<file path="src/rtl/idma_sync_256b_pkg.sv">
// Shared definitions for the iDMA 256-bit sync channel: FSM encoding, beat geometry
// and the bytes-to-beats helper.
package idma_sync_256b_pkg;

  localparam int unsigned BEAT_BYTES = 32;
  localparam int unsigned BEAT_LOG2  = 5;

  localparam logic [1:0] ST_IDLE   = 2'd0;
  localparam logic [1:0] ST_BUSY   = 2'd1;
  localparam logic [1:0] ST_WAIT_B = 2'd2;
  localparam logic [1:0] ST_DONE   = 2'd3;

  // Number of 32-byte beats covering a byte count; a partial tail costs a full beat.
  function automatic logic [31:0] ceil_beats(input logic [31:0] bytes);
    return (bytes / BEAT_BYTES) + {31'd0, |bytes[BEAT_LOG2-1:0]};
  endfunction

endpackage

</file>
<file path="src/rtl/idma_sync_256b_wr_cmd_gen_if.sv">
// Descriptor, source-data and write-channel signal bundle of the write command generator.
interface idma_sync_256b_wr_cmd_gen_if #(
  parameter int AXI_DATA_WID = 256,
  parameter int AXI_ADDR_WID = 32,
  parameter int AXI_STRBW    = 32,
  parameter int ROW_NUM_WID  = 16,
  parameter int ROW_BYTE_WID = 20
);

  // A transfer happens on a rising clock edge where the producer's valid and the
  // consumer's ready are both high; valid never waits on ready. wr_req is the one
  // exception: it is a push that already includes wr_addr_ready.
  logic                    desc_valid;
  logic                    desc_ready;
  logic [AXI_ADDR_WID-1:0] desc_base;
  logic [ROW_BYTE_WID-1:0] desc_row_bytes;
  logic [ROW_NUM_WID-1:0]  desc_row_num;
  logic [AXI_ADDR_WID-1:0] desc_stride;

  logic                    src_valid;
  logic [AXI_DATA_WID-1:0] src_data;
  logic                    src_ready;

  logic                    wr_req;
  logic [AXI_ADDR_WID-1:0] wr_addr;
  logic [31:0]             wr_num;
  logic                    wr_addr_ready;

  logic                    wr_data_valid;
  logic [AXI_DATA_WID-1:0] wr_data;
  logic [AXI_STRBW-1:0]    wr_strb;
  logic                    wr_data_ready;

  modport master (
    input  desc_valid, desc_base, desc_row_bytes, desc_row_num, desc_stride,
    output desc_ready,
    input  src_valid, src_data,
    output src_ready,
    output wr_req, wr_addr, wr_num,
    input  wr_addr_ready,
    output wr_data_valid, wr_data, wr_strb,
    input  wr_data_ready
  );

  modport slave (
    output desc_valid, desc_base, desc_row_bytes, desc_row_num, desc_stride,
    input  desc_ready,
    output src_valid, src_data,
    input  src_ready,
    input  wr_req, wr_addr, wr_num,
    output wr_addr_ready,
    input  wr_data_valid, wr_data, wr_strb,
    output wr_data_ready
  );

endinterface

</file>
<file path="src/rtl/idma_sync_256b_strb_gen.sv">
// Active-low byte mask for a beat: only the last beat of a row with a partial tail
// masks off the bytes at and above the tail offset.
module idma_sync_256b_strb_gen #(
  parameter int STRBW    = 32,
  parameter int TAIL_WID = 5
) (
  input  logic [TAIL_WID-1:0] tail,
  input  logic                last,
  output logic [STRBW-1:0]    strb
);

  always_comb begin
    strb = '0;
    if (last && (tail != '0)) begin
      for (int i = 0; i < STRBW; i++) begin
        strb[i] = (i >= int'(tail));
      end
    end
  end

endmodule

</file>
<file path="src/rtl/idma_sync_256b_wr_cmd_gen.sv">
// Write-side front end: splits a 2D descriptor into per-row address commands and gates
// the source stream with tail strobes. Define IDMA_WR_CMD_WAIT_BRESP_EN to hold completion
// until write_all_done.
module idma_sync_256b_wr_cmd_gen
  import idma_sync_256b_pkg::*;
#(
  parameter int AXI_DATA_WID = 256,
  parameter int AXI_ADDR_WID = 32,
  parameter int AXI_STRBW    = 32,
  parameter int ROW_NUM_WID  = 16,
  parameter int ROW_BYTE_WID = 20
) (
  input  logic                         aclk,
  input  logic                         aresetn,
  input  logic                         cfg_init,
  input  logic                         write_all_done,
  idma_sync_256b_wr_cmd_gen_if.master  bus,
  output logic                         desc_done,
  output logic                         busy,
  output logic [1:0]                   state_dbg
);

  logic [1:0]              state;
  logic [1:0]              state_nxt;
  logic [AXI_ADDR_WID-1:0] row_addr;
  logic [AXI_ADDR_WID-1:0] stride_q;
  logic [ROW_NUM_WID-1:0]  row_num_q;
  logic [ROW_NUM_WID-1:0]  rows_issued;
  logic [ROW_NUM_WID-1:0]  rows_data;
  logic [ROW_NUM_WID-1:0]  issued_nxt;
  logic [ROW_NUM_WID-1:0]  data_nxt;
  logic [31:0]             wr_num_q;
  logic [31:0]             beat_cnt;
  logic [BEAT_LOG2-1:0]    tail_q;
  logic [ROW_BYTE_WID-1:0] row_bytes_in;
  logic [AXI_DATA_WID-1:0] beat_data;

  logic in_busy;
  logic accept;
  logic desc_zero;
  logic addr_left;
  logic data_left;
  logic beat_fire;
  logic row_last_beat;
  logic row_done;
  logic finish;

`ifndef IDMA_WR_CMD_WAIT_BRESP_EN
  logic unused_write_all_done;
  assign unused_write_all_done = write_all_done;
`endif

  assign row_bytes_in = bus.desc_row_bytes;
  assign in_busy      = (state == ST_BUSY);

  // cfg_init wins over a same-cycle descriptor, so the handshake is withheld then.
  assign bus.desc_ready = (state == ST_IDLE) && !cfg_init;
  assign accept         = bus.desc_valid && bus.desc_ready;
  assign desc_zero      = (row_bytes_in == '0) || (bus.desc_row_num == '0);

  assign addr_left = (rows_issued != row_num_q);
  assign data_left = (rows_data != row_num_q);

  // The address FIFO pushes on wr_req without a full check, so ready is folded in here.
  assign bus.wr_req  = in_busy && addr_left && bus.wr_addr_ready;
  assign bus.wr_addr = row_addr;
  assign bus.wr_num  = wr_num_q;

  assign beat_data         = bus.src_data;
  assign bus.wr_data       = beat_data;
  assign bus.wr_data_valid = in_busy && data_left && bus.src_valid;
  assign bus.src_ready     = in_busy && data_left && bus.wr_data_ready;

  assign beat_fire     = bus.wr_data_valid && bus.wr_data_ready;
  assign row_last_beat = (beat_cnt == (wr_num_q - 32'd1));
  assign row_done      = beat_fire && row_last_beat;

  // Completion looks at post-update counts so a final beat and final request can share a cycle.
  assign issued_nxt = rows_issued + ROW_NUM_WID'(bus.wr_req);
  assign data_nxt   = rows_data + ROW_NUM_WID'(row_done);
  assign finish     = in_busy && (issued_nxt == row_num_q) && (data_nxt == row_num_q);

  idma_sync_256b_strb_gen #(
    .STRBW    (AXI_STRBW),
    .TAIL_WID (BEAT_LOG2)
  ) u_strb_gen (
    .tail (tail_q),
    .last (in_busy && data_left && row_last_beat),
    .strb (bus.wr_strb)
  );

  always_comb begin
    state_nxt = state;
    if (cfg_init) begin
      state_nxt = ST_IDLE;
    end else begin
      case (state)
        ST_IDLE: begin
          if (accept) state_nxt = desc_zero ? ST_DONE : ST_BUSY;
        end
        ST_BUSY: begin
`ifdef IDMA_WR_CMD_WAIT_BRESP_EN
          if (finish) state_nxt = ST_WAIT_B;
`else
          if (finish) state_nxt = ST_DONE;
`endif
        end
        ST_WAIT_B: begin
`ifdef IDMA_WR_CMD_WAIT_BRESP_EN
          if (write_all_done) state_nxt = ST_DONE;
`else
          state_nxt = ST_IDLE;
`endif
        end
        ST_DONE: state_nxt = ST_IDLE;
        default: state_nxt = ST_IDLE;
      endcase
    end
  end

  always_ff @(posedge aclk or negedge aresetn) begin
    if (!aresetn) begin
      state <= ST_IDLE;
    end else begin
      state <= state_nxt;
    end
  end

  always_ff @(posedge aclk or negedge aresetn) begin
    if (!aresetn) begin
      row_addr    <= '0;
      stride_q    <= '0;
      row_num_q   <= '0;
      wr_num_q    <= '0;
      tail_q      <= '0;
      rows_issued <= '0;
      rows_data   <= '0;
      beat_cnt    <= '0;
    end else if (cfg_init) begin
      rows_issued <= '0;
      rows_data   <= '0;
      beat_cnt    <= '0;
    end else if (accept) begin
      row_addr    <= bus.desc_base;
      stride_q    <= bus.desc_stride;
      row_num_q   <= bus.desc_row_num;
      wr_num_q    <= ceil_beats(32'(row_bytes_in));
      tail_q      <= row_bytes_in[BEAT_LOG2-1:0];
      rows_issued <= '0;
      rows_data   <= '0;
      beat_cnt    <= '0;
    end else begin
      if (bus.wr_req) begin
        row_addr    <= row_addr + stride_q;
        rows_issued <= issued_nxt;
      end
      if (beat_fire) begin
        if (row_last_beat) begin
          beat_cnt  <= '0;
          rows_data <= data_nxt;
        end else begin
          beat_cnt <= beat_cnt + 32'd1;
        end
      end
    end
  end

  assign desc_done = (state == ST_DONE);
  assign busy      = (state != ST_IDLE);
  assign state_dbg = state;

endmodule

</file>
<file path="src/flat_wrapper.sv">
// flat-port wrapper written by rule: the top's interface ports become plain ports
module idma_sync_256b_wr_cmd_gen_flat import idma_sync_256b_pkg::*;
#(
  parameter int AXI_DATA_WID = 256,
  parameter int AXI_ADDR_WID = 32,
  parameter int AXI_STRBW    = 32,
  parameter int ROW_NUM_WID  = 16,
  parameter int ROW_BYTE_WID = 20
)
  (aclk, aresetn, cfg_init, write_all_done, desc_done, busy, state_dbg, bus_desc_valid, bus_desc_base, bus_desc_row_bytes, bus_desc_row_num, bus_desc_stride, bus_desc_ready, bus_src_valid, bus_src_data, bus_src_ready, bus_wr_req, bus_wr_addr, bus_wr_num, bus_wr_addr_ready, bus_wr_data_valid, bus_wr_data, bus_wr_strb, bus_wr_data_ready);
  idma_sync_256b_wr_cmd_gen_if #(.AXI_DATA_WID(AXI_DATA_WID), .AXI_ADDR_WID(AXI_ADDR_WID), .AXI_STRBW(AXI_STRBW), .ROW_NUM_WID(ROW_NUM_WID), .ROW_BYTE_WID(ROW_BYTE_WID)) bus_i ();
  input  logic aclk;
  input  logic aresetn;
  input  logic cfg_init;
  input  logic write_all_done;
  output logic desc_done;
  output logic busy;
  output logic [1:0] state_dbg;
  input wire logic [$bits(bus_i.desc_valid)-1:0] bus_desc_valid;
  input wire logic [$bits(bus_i.desc_base)-1:0] bus_desc_base;
  input wire logic [$bits(bus_i.desc_row_bytes)-1:0] bus_desc_row_bytes;
  input wire logic [$bits(bus_i.desc_row_num)-1:0] bus_desc_row_num;
  input wire logic [$bits(bus_i.desc_stride)-1:0] bus_desc_stride;
  output wire logic [$bits(bus_i.desc_ready)-1:0] bus_desc_ready;
  input wire logic [$bits(bus_i.src_valid)-1:0] bus_src_valid;
  input wire logic [$bits(bus_i.src_data)-1:0] bus_src_data;
  output wire logic [$bits(bus_i.src_ready)-1:0] bus_src_ready;
  output wire logic [$bits(bus_i.wr_req)-1:0] bus_wr_req;
  output wire logic [$bits(bus_i.wr_addr)-1:0] bus_wr_addr;
  output wire logic [$bits(bus_i.wr_num)-1:0] bus_wr_num;
  input wire logic [$bits(bus_i.wr_addr_ready)-1:0] bus_wr_addr_ready;
  output wire logic [$bits(bus_i.wr_data_valid)-1:0] bus_wr_data_valid;
  output wire logic [$bits(bus_i.wr_data)-1:0] bus_wr_data;
  output wire logic [$bits(bus_i.wr_strb)-1:0] bus_wr_strb;
  input wire logic [$bits(bus_i.wr_data_ready)-1:0] bus_wr_data_ready;
  assign bus_i.desc_valid = bus_desc_valid;
  assign bus_i.desc_base = bus_desc_base;
  assign bus_i.desc_row_bytes = bus_desc_row_bytes;
  assign bus_i.desc_row_num = bus_desc_row_num;
  assign bus_i.desc_stride = bus_desc_stride;
  assign bus_desc_ready = bus_i.desc_ready;
  assign bus_i.src_valid = bus_src_valid;
  assign bus_i.src_data = bus_src_data;
  assign bus_src_ready = bus_i.src_ready;
  assign bus_wr_req = bus_i.wr_req;
  assign bus_wr_addr = bus_i.wr_addr;
  assign bus_wr_num = bus_i.wr_num;
  assign bus_i.wr_addr_ready = bus_wr_addr_ready;
  assign bus_wr_data_valid = bus_i.wr_data_valid;
  assign bus_wr_data = bus_i.wr_data;
  assign bus_wr_strb = bus_i.wr_strb;
  assign bus_i.wr_data_ready = bus_wr_data_ready;
  idma_sync_256b_wr_cmd_gen #(.AXI_DATA_WID(AXI_DATA_WID), .AXI_ADDR_WID(AXI_ADDR_WID), .AXI_STRBW(AXI_STRBW), .ROW_NUM_WID(ROW_NUM_WID), .ROW_BYTE_WID(ROW_BYTE_WID)) u_core (.aclk(aclk), .aresetn(aresetn), .cfg_init(cfg_init), .write_all_done(write_all_done), .bus(bus_i), .desc_done(desc_done), .busy(busy), .state_dbg(state_dbg));
endmodule
</file>
<file path="config.mk">
export PLATFORM = sky130hd
export DESIGN_NAME = idma_sync_256b_wr_cmd_gen_flat
export DESIGN_NICKNAME = d
export VERILOG_FILES = /design/src/rtl/idma_sync_256b_pkg.sv /design/src/rtl/idma_sync_256b_wr_cmd_gen_if.sv /design/src/rtl/idma_sync_256b_strb_gen.sv /design/src/rtl/idma_sync_256b_wr_cmd_gen.sv /design/src/flat_wrapper.sv
export SDC_FILE = /design/constraint.sdc
export NUM_CORES = 1
export LEC_CHECK = 0
export CORE_AREA = 2 2 280 282
export CTS_BUF_LIST = sky130_fd_sc_hd__clkbuf_4 sky130_fd_sc_hd__clkbuf_8 sky130_fd_sc_hd__clkbuf_16
export DETAILED_ROUTE_END_ITERATION = 7
export DIE_AREA = 0 0 282 284
export GPL_ROUTABILITY_DRIVEN = 0
export PLACE_DENSITY = 0.5
export SLEW_MARGIN = 15
export SYNTH_ARGS = -nofsm -noshare
export SYNTH_HDL_FRONTEND = slang
export SYNTH_SLANG_ARGS = --single-unit
export TNS_END_PERCENT = 50
</file>
<file path="constraint.sdc">
create_clock -name aclk -period 11.25 [get_ports aclk]
set_input_delay 2.25 -clock aclk [delete_from_list [all_inputs] [get_ports aclk]]
set_output_delay 2.25 -clock aclk [all_outputs]
set_load 0.03 [all_outputs]
</file>
==> flow_summary.yaml, run 1 <==
outcome:
  status: "complete, no violations"
synthesis:
  synth-edff-count: 0
  syn_inst: 1634
  synth_area_per_cell_um2: 8.05
  ys_ff_latch: 167
  synth_simple_gate_area_share_pct: 22.2
  synth_mux_area_share_pct: 0.533
  yosys_most_used_dff: "dfrtp_1"
  yosysSeqAreaShare_pct: 31.8
  synth_area_mm2: 0.0131
  synth_compound_area_share_pct: 12.4
  synth_top_family_by_area: "simple AND/OR/NAND/NOR gates"
  synth.distinct_cells: 69
  async_flop_share_pct: 100
  synthXorXnorAreaFrac_pct: 10.9
  yosys_warnings: 0
  synth_fa_ha_area_share_pct: 3.96
critical_path:
  start_kind: "flip-flop"
  slowest_stage: "clkdlybuf4s50_1"
  worstSetupPathType: "flip-flop to output port"
  arrival_ns: 6.24
  worstPathCellList: "or4_1, or4b_2, nor4_1, ha_1, xor2_1, nand4_1, nor3_1, nand4_1, a2111o_1, nor3_4, o211ai_4, or3_1, a21oi_2, clkdlybuf4s50_1"
  cpPeakStageDelay_ns: 0.74
  endpoint_kind: "output port"
  cp.required_ns: 9.00
  path_max_fanout: 18
  rr_worst_depth: 20
  path_common_cell: "nand4_1"
timing:
  drv_slew: 0
  rsz0062_at_grt: "false"
  final.setup.tns_ns: 0
  hold_violations: 0
  clock_skew_ns: 0.0223
  max_slew_margin_pct: 20.6
  setup_viol: 0
  worst_slew_pin_slew_ns: 1.16
  timing.fmax_mhz: 118
  period_needed_ns: 8.49
  min_period_over_period_pct: 75.5
route:
  routed_via_density: 4.12
  vias: 10642
  drt-total-wl_um: 46100
  post_drt_wl_per_cell_um: 17.9
  ant_nets: 0
  drt_first_iter_violations: 689
  drc_errors: 0
  first_pass_iters: 5
cts:
  cts_root_buf: "clkbuf_16"
  clkSlewWorstSetupHoldPaths_ns: 0.08
  htree_levels: 4
  cts_tree: "built"
  cts_buffers: 17
  cts.path.max_buffers: 2
  cts_resized: 0
  clk_latency_ns: 0.50
  cts_setup_buffers: 0
  cts.sinks: 167
  postCtsHoldBufs: 0
global_route:
  gr-total-overflow: 0
  grt_pass1_vias: 10565
  grt_max_degree: 85
  track_usage_pct: 11.4
  grt_pass1_wl_um: 67900
  antenna_found_initial: 7
min_path:
  min_path_cells: 2
  hold_class: "flip-flop to flip-flop"
power:
  switching_share_pct: 43.9
  finalPower_mw: 2.65
  p_int_mw: 1.49
  seq_power_share_pct: 30.8
  clock_power_share_pct: 24.6
  max-vdd-ir-drop_v: 0.000111
  leakagePower_nw: 6.17
  p_sw_mw: 1.17
  combinationalPowerShare_pct: 44.6
  p_per_area_mw_per_mm2: 179
floorplan:
  io_pins: 724
  die_w_um: 282
  fp.coreArea_mm2: 0.0770
  rows: 102
  die-height_um: 284
  die_area_mm2: 0.0801
  start_util_pct: 17.1
layout:
  fill_cells: 8548
  area_delta_synth_final_pct: 13.0
  drive_above_1_share_pct: 3.69
  final_nets: 1935
placed_design:
  port_buffers: 193
  dp_hpwl_um: 35700
run:
  max_cap_violations: 0
## synthesized netlist by cell type, types with 3 or more instances
cell       instances  area share (%)
a2111oi_0          3            0.20
a211oi_1           8            0.46
a21o_1            16            0.91
a21oi_1           80             3.0
a22oi_1            4            0.23
a31oi_1           12            0.57
and2_1            12            0.57
and3_1            35             1.7
and4_1             6            0.40
buf_1              6            0.17
buf_2              6            0.23
buf_4            273              16
clkbuf_1          54             1.5
dfrtp_1          167              32
ha_1              40             3.8
inv_1             24            0.69
mux2i_1            7            0.53
nand2_1          271             7.7
nand2b_1           4            0.19
nand3_1           53             2.0
nand4_1           30             1.4
nor2_1           126             3.6
nor2b_1            8            0.38
nor3_1            25            0.95
nor4_1            20            0.95
nor4b_1            3            0.20
o211a_1            3            0.23
o211ai_1           8            0.46
o21a_1            16            0.91
o21ai_0           75             2.9
o21bai_1           5            0.29
o22ai_1            8            0.38
o31a_1             3            0.20
o31ai_1            4            0.23
or2_2              4            0.19
or3_1             13            0.62
or4_1              4            0.23
xnor2_1           69             4.6
xor2_1            94             6.3
## per-stage QoR
stage	cells	hold slack [ns]	setup WS [ns]	util, %	instance area (um2)
after floorplan	1650	0.450	4.44	-	13200
after global placement	2551	0.467	3.35	18.5	14200
after detailed placement	2551	0.469	3.32	18.5	14200
after CTS	2583	0.490	2.74	19.3	14800
after global routing	2583	0.507	2.48	19.3	14800
final	2584	0.483	2.76	19.3	14800
## worst paths after layout
check                                            startpoint                                  to  slack (ns)
min in group asynchronous                           aresetn  u_core.bus.wr_addr[11]$_DFFE_PN0P_        1.72
min                         u_core.stride_q[24]$_DFFE_PN0P_     u_core.stride_q[24]$_DFFE_PN0P_        0.48
max                        u_core.bus.wr_num[2]$_DFFE_PN0P_                      bus_wr_strb[5]        2.76
max in group asynchronous                           aresetn     u_core.state_dbg[0]$_DFFE_PN0P_        7.50
max reg2reg                u_core.bus.wr_num[2]$_DFFE_PN0P_     u_core.state_dbg[1]$_DFFE_PN0P_        4.29
min reg2reg                 u_core.stride_q[24]$_DFFE_PN0P_     u_core.stride_q[24]$_DFFE_PN0P_        0.48
## final cells by class
cell class / instances / area [um2] / share of cell area (%)
clock inverters: 15 / 219 / 1.47
repair buffers: 200 / 1990 / 13.4
flip-flops and latches: 167 / 4180 / 28.1
inverters: 24 / 90.1 / 0.607
well taps: 1040 / 1300 / 8.76
clock buffers: 17 / 425 / 2.86
multi-input cells: 1120 / 6650 / 44.8
diodes: 1 / 2.50 / 0.0169
## per-layer routing
metal / vias to the layer above / GRT usage [%] / routed length [um]
met3: 80 / 5.65 / 4490
li1: 5059 / - / -
met4: 18 / 3.11 / 767
met5: - / 1.71 / 190
met2: 474 / 15.9 / 19300
met1: 5011 / 15.2 / 21400
## state kept, by name, indices dropped and copies added (netlist names)
| signal | flops |
|---|---|
| u_core.bus.wr_num | 16 |
| u_core.bus.wr_addr | 32 |
| u_core.stride_q | 32 |
| u_core.row_num_q | 16 |
| u_core.rows_issued | 16 |
| u_core.state_dbg | 2 |
| u_core.tail_q | 5 |
| u_core.beat_cnt | 32 |
| u_core.rows_data | 16 |
## power by group through the flow
stage                     logic, mW  registers, mW  clock network (mW)
after global routing           1.30          0.834               0.703
after global placement         1.19          0.831                   0
final                          1.18          0.817               0.654
after floorplan               0.851          0.908                   0
after detailed placement       1.18          0.830                   0
after CTS                      1.19          0.820               0.683
## kinds of logic (layout without fill, tap and decap cells)
kind of cell | after synthesis | in the layout
other | 1 | 18
muxes | 7 | 7
adders and majority gates | 41 | 41
and+or+nand+nor | 627 | 627
AOI/OAI and AO/OA | 265 | 265
xor gates and xnor gates | 163 | 163
DFF | 167 | 167
buffers and inverters | 363 | 256
## worst max-delay path, delay by kind of cell, from the launching register on
kind / cells / cell delay (ns)
fa+ha+maj: 1 / 0.29
xor+xnor: 1 / 0.18
flops: 1 / 0.46
simple gates: 8 / 3.04
buf+inv: 1 / 0.74
compound gates: 3 / 1.01
## cells in the final DEF, fill, tap and decap left out, drive strengths merged, types with 22 or more instances in the layout
cell	count
nand3	53
a21oi	81
and3	35
xor2	94
clkdlybuf4s50	192
ha	40
xnor2	69
dfrtp	167
nand2	271
inv	30
nor3	26
nand4	30
nor2	126
o21ai	75
nor4	22
(Power assumes the default switching activity.)
==> run 2, diff against run 1 <==
PLACE_DENSITY = 0.51   (was 0.5)
clock period = 6.9 ns   (was 11.25 ns; I/O delays follow)
==> flow_summary.yaml, run 2 (synthesis results as in run 1) <==
cts:
  cts_buffers: 17
  cts.path.max_buffers: 2
  postCtsHoldBufs: 0
  cts_root_buf: "clkbuf_16"
  clk_latency_ns: 0.50
  clkSlewWorstSetupHoldPaths_ns: 0.08
  htree_levels: 4
  cts.sinks: 167
  cts_tree: "built"
floorplan:
  die_w_um: 282
  start_util_pct: 17.1
  die_area_mm2: 0.0801
  rows: 102
  io_pins: 724
  die-height_um: 284
  fp.coreArea_mm2: 0.0770
timing:
  hold_violations: 0
  clock_skew_ns: 0.0172
  worst_slew_pin_slew_ns: 1.11
  hold_ws_ns: 0.485
  drv_slew: 0
  min_period_over_period_pct: 97.5
  period_needed_ns: 6.73
  timing.fmax_mhz: 149
  max_slew_margin_pct: 24.1
  fin_ws_ns: 0.175
  final.setup.tns_ns: 0
  setup_viol: 0
  rsz0062_at_grt: "true"
route:
  first_pass_iters: 5
  drc_errors: 0
  vias: 10568
  post_drt_wl_per_cell_um: 18.0
  ant_nets: 0
  routed_via_density: 4.07
  drt-total-wl_um: 46800
  drt_first_iter_violations: 601
global_route:
  gr-total-overflow: 0
  antenna_found_initial: 6
  grt_pass1_wl_um: 68900
  grt_max_degree: 62
  grt_pass1_vias: 10615
  track_usage_pct: 11.6
  use_met1_pct: 15.4
  top_usage_layer: "met2"
  met2_usage_pct: 16.2
  grt_use_met3_pct: 5.62
placed_design:
  port_buffers: 193
  dp_hpwl_um: 36500
  placed_area_mm2: 0.0143
  dp_slack_ns: 0.276
outcome:
  status: "complete, no violations"
layout:
  final_common_cell: "nand2_1"
  final_area_mm2: 0.0149
  final_nets: 1944
  fill_cells: 8596
  drive_above_1_share_pct: 5.41
  area_delta_synth_final_pct: 13.5
  mostFrequentLayoutCells: "nand2_1 (270), dfrtp_1 (167), clkdlybuf4s50_1 (163)"
min_path:
  hold_class: "flip-flop to flip-flop"
power:
  max-vdd-ir-drop_v: 0.000193
  p_per_area_mw_per_mm2: 288
  leakagePower_nw: 6.46
critical_path:
  worstSetupPathType: "flip-flop to output port"
  endpoint_kind: "output port"
  arrival_ns: 5.35
  path_max_fanout: 6
  start_kind: "flip-flop"
  cp.required_ns: 5.52
run:
  max_cap_violations: 0
## run 2: changes by cell type in the layout (fill, tap and decap cells not counted), sizes merged
cell           before  now
inv                30   32
buf                 8   22
clkinv              9    7
clkdlybuf4s50     192  163
dlymetal6s2s        0   11
diode               1    3
dlygate4sd2         0    2
clkbuf             17   28
## run 2: area by class of cell
cell class                      instances  area [um2]  share of cell area (%)
Multi-Input combinational cell       1120        6660                    44.6
Sequential cell                       167        4180                    28.0
Timing Repair Buffer                  209        2090                    14.0
Tap cell                             1040        1300                    8.72
Clock buffer                           17         425                    2.85
Clock inverter                         15         175                    1.17
Inverter                               24        90.1                   0.604
Antenna cell                            3        7.51                  0.0503
## run 2: metrics by stage
stage | total power, mW | util (%) | instances
after floorplan | 2.87 | - | 1650
after global placement | 3.29 | 18.6 | 2559
after detailed placement | 3.29 | 18.6 | 2559
after CTS | 4.35 | 19.4 | 2592
after global routing | 4.61 | 19.4 | 2592
final | 4.30 | 19.4 | 2595
## run 2: report_power, final
group | switching (mW) | leakage [nW] | internal, mW
logic | 1.15 | 4.01 | 0.794
registers | 0.201 | 2.15 | 1.13
clock network | 0.527 | 0.294 | 0.490
## run 2: final timing paths
path | from | to | slack [ns] | cells after the start
max in group asynchronous | aresetn | u_core.bus.wr_num[4]$_DFFE_PN0P_ | 4.76 | 2
max | u_core.bus.wr_num[0]$_DFFE_PN0P_ | bus_wr_strb[4] | 0.17 | 15
min in group asynchronous | aresetn | u_core.stride_q[22]$_DFFE_PN0P_ | 0.82 | 1
min | u_core.stride_q[6]$_DFFE_PN0P_ | u_core.stride_q[6]$_DFFE_PN0P_ | 0.48 | 2
max reg2reg | u_core.bus.wr_num[0]$_DFFE_PN0P_ | u_core.state_dbg[1]$_DFFE_PN0P_ | 0.79 | 21
min reg2reg | u_core.stride_q[6]$_DFFE_PN0P_ | u_core.stride_q[6]$_DFFE_PN0P_ | 0.48 | 2
## run 2: repair_timing
action                     4_1_cts  5_1_grt
pin swaps                        1        0
setup endpoints to repair       23       29
gates resized for setup         13       38
setup buffers                    1        0
## run 2: critical path: stages (launching register included)
cell,delay [ns]
dfrtp_1,0.44
or4_1,0.63
or4b_2,0.66
nor4_1,0.30
ha_1,0.30
xor2_1,0.18
nand4_1,0.11
nor3_1,0.20
nand4_1,0.12
a2111o_1,0.47
nor3_4,0.19
buf_12,0.14
o211ai_4,0.16
or3_4,0.44
nor2_1,0.10
dlygate4sd2_1,0.40
## run 2: metal layers
metal / up-vias / routed length, um
met4: 10 / 881
li1: 5074 / -
met3: 66 / 4470
met5: - / 165
met2: 416 / 19300
met1: 5002 / 21900
==> run 3, diff against run 2 <==
REMOVE_ABC_BUFFERS = 1   (was not set)
==> flow_summary.yaml, run 3 (synthesis results as in run 1) <==
route:
  wl_met2_um: 51800
  dr.max_layer_used: "met5"
  first_pass_iters: 5
  wl_met1_um: 23700
  vias: 11430
  routed_via_density: 4.42
  drt-total-wl_um: 118000
  drc_errors: 0
  drt_first_iter_violations: 896
  ant_nets: 0
  post_drt_wl_per_cell_um: 45.6
  route.met3.wl_um: 33500
critical_path:
  endpoint_kind: "output port"
  cp.required_ns: 5.52
  rr_worst_depth: 21
  crit_path_start: "u_core.bus.wr_num[0]$_DFFE_PN0P_"
  crit_family: "simple AND/OR/NAND/NOR gates"
  path_common_cell: "nand4_1"
  worstSetupPathType: "flip-flop to output port"
  worstPathCellList: "or4_4, or4b_2, nor4_1, ha_1, xor2_1, nand4_1, nor3_1, nand4_1, a2111o_1, nor3_4, o211ai_4, or2_1, a31oi_1, clkdlybuf4s15_1"
  cp.depth: 14
  arrival_ns: 5.14
  start_kind: "flip-flop"
  timing.rr.start: "u_core.bus.wr_num[0]$_DFFE_PN0P_"
  cpPeakStageDelay_ns: 0.64
  slowest_stage: "or4b_2"
  crit_buf_inv: 1
  path_max_fanout: 10
timing:
  period_needed_ns: 6.52
  worst_slew_pin_slew_ns: 1.03
  min_period_over_period_pct: 94.5
  max_slew_margin_pct: 31.3
  rsz0062_at_grt: "true"
  timing.fmax_mhz: 153
  hold_violations: 0
  clock_skew_ns: 0.0190
  drv_slew: 0
  setup_viol: 0
layout:
  final_common_cell: "nand2_1"
  final_nets: 1940
  mostFrequentLayoutCells: "nand2_1 (270), clkdlybuf4s50_1 (167), dfrtp_1 (167)"
  n_antenna_cell: 0
  fill_cells: 8579
  area_delta_synth_final_pct: 13.0
  fin_cells: 2588
  final_area_mm2: 0.0149
  drive_above_1_share_pct: 4.65
min_path:
  hold_class: "flip-flop to flip-flop"
  min_path_cells: 2
  min-delay-start: "u_core.stride_q[14]$_DFFE_PN0P_"
global_route:
  grt_pass1_wl_um: 142000
  grt_max_degree: 102
  gr-total-overflow: 0
  antenna_found_initial: 0
  track_usage_pct: 29.0
  grt_pass1_vias: 10783
floorplan:
  io_pins: 724
  die-height_um: 284
  die_w_um: 282
  fp.coreArea_mm2: 0.0770
  rows: 102
  die_area_mm2: 0.0801
  start_util_pct: 17.1
cts:
  cts_setup_buffers: 0
  cts_root_buf: "clkbuf_16"
  cts_tree: "built"
  cts.path.max_buffers: 2
  clk_latency_ns: 0.50
  clkSlewWorstSetupHoldPaths_ns: 0.07
  cts.sinks: 167
  htree_levels: 4
  cts_buffers: 17
power:
  p_per_area_mw_per_mm2: 291
  leakagePower_nw: 6.42
  max-vdd-ir-drop_v: 0.000167
run:
  max_cap_violations: 0
placed_design:
  port_buffers: 193
  dp_hpwl_um: 107000
  placed_area_mm2: 0.0143
  place_inst: 2556
outcome:
  status: "complete, no violations"
## run 3: layout make-up
type	count	area, um2	share of cell area [%]
Clock inverter	12	153	1.03
Clock buffer	20	460	3.10
Timing Repair Buffer	205	2020	13.6
Multi-Input combinational cell	1120	6660	44.8
Tap cell	1040	1300	8.76
Sequential cell	167	4180	28.1
Inverter	24	90.1	0.606
## run 3: power breakdown
| part | internal (mW) | switching, mW | total, mW |
|---|---|---|---|
| sequential | 1.13 | 0.201 | 1.33 |
| clock | 0.568 | 0.480 | 1.05 |
| combinational | 0.794 | 1.15 | 1.95 |
| total | 2.49 | 1.83 | 4.33 |
## run 3: worst reg2reg max path, stage by stage (launching register included)
cell,delay (ns)
dfrtp_1,0.43
or4_4,0.57
or4b_2,0.64
nor4_1,0.26
ha_1,0.29
xor2_1,0.16
nand4_1,0.11
nor3_1,0.21
nand4_1,0.13
a2111o_1,0.44
nor4_4,0.34
buf_4,0.30
ha_1,0.24
and4_1,0.28
and2_1,0.19
and2_1,0.19
and3_1,0.22
and3_1,0.20
xor2_1,0.19
and3_1,0.18
nor2_1,0.05
o41ai_1,0.31
## run 3: repair_timing
action,in CTS,in global routing
gates resized for setup,14,34
cloned,0,0
endpoints found under the setup margin,14,30
hold buffers,0,0
## run 3: final timing paths
check	to	slack (ns)
setup / recovery	bus_wr_strb[13]	0.38
hold / removal	u_core.stride_q[14]$_DFFE_PN0P_	0.49
setup reg to reg	u_core.state_dbg[1]$_DFFE_PN0P_	0.86
hold reg to reg	u_core.stride_q[14]$_DFFE_PN0P_	0.49
max in group asynchronous	u_core.bus.wr_addr[29]$_DFFE_PN0P_	4.96
min in group asynchronous	u_core.row_num_q[8]$_DFFE_PN0P_	0.89
## run 3: stage by stage
| stage | TNS (ns) | total power, mW | setup slack [ns] | utilization [%] | hold slack [ns] |
|---|---|---|---|---|---|
| final | 0 | 4.33 | 0.378 | 19.3 | 0.488 |
| after detailed placement | 0 | 3.28 | 0.450 | 18.5 | 0.470 |
| after floorplan | 0 | 2.57 | 0.930 | - | 0.450 |
| after CTS | 0 | 4.37 | 0.0601 | 19.3 | 0.487 |
| after global placement | 0 | 3.29 | 0.502 | 18.5 | 0.467 |
| after global routing | -0.0152 | 4.63 | -0.0152 | 19.3 | 0.506 |
## run 3: layer usage
layer | global-route usage (%) | vias up
met2 | 44.5 | 990
met3 | 38.5 | 158
met1 | 16.5 | 5196
met5 | 10.5 | -
li1 | - | 5060
met4 | 16.9 | 26
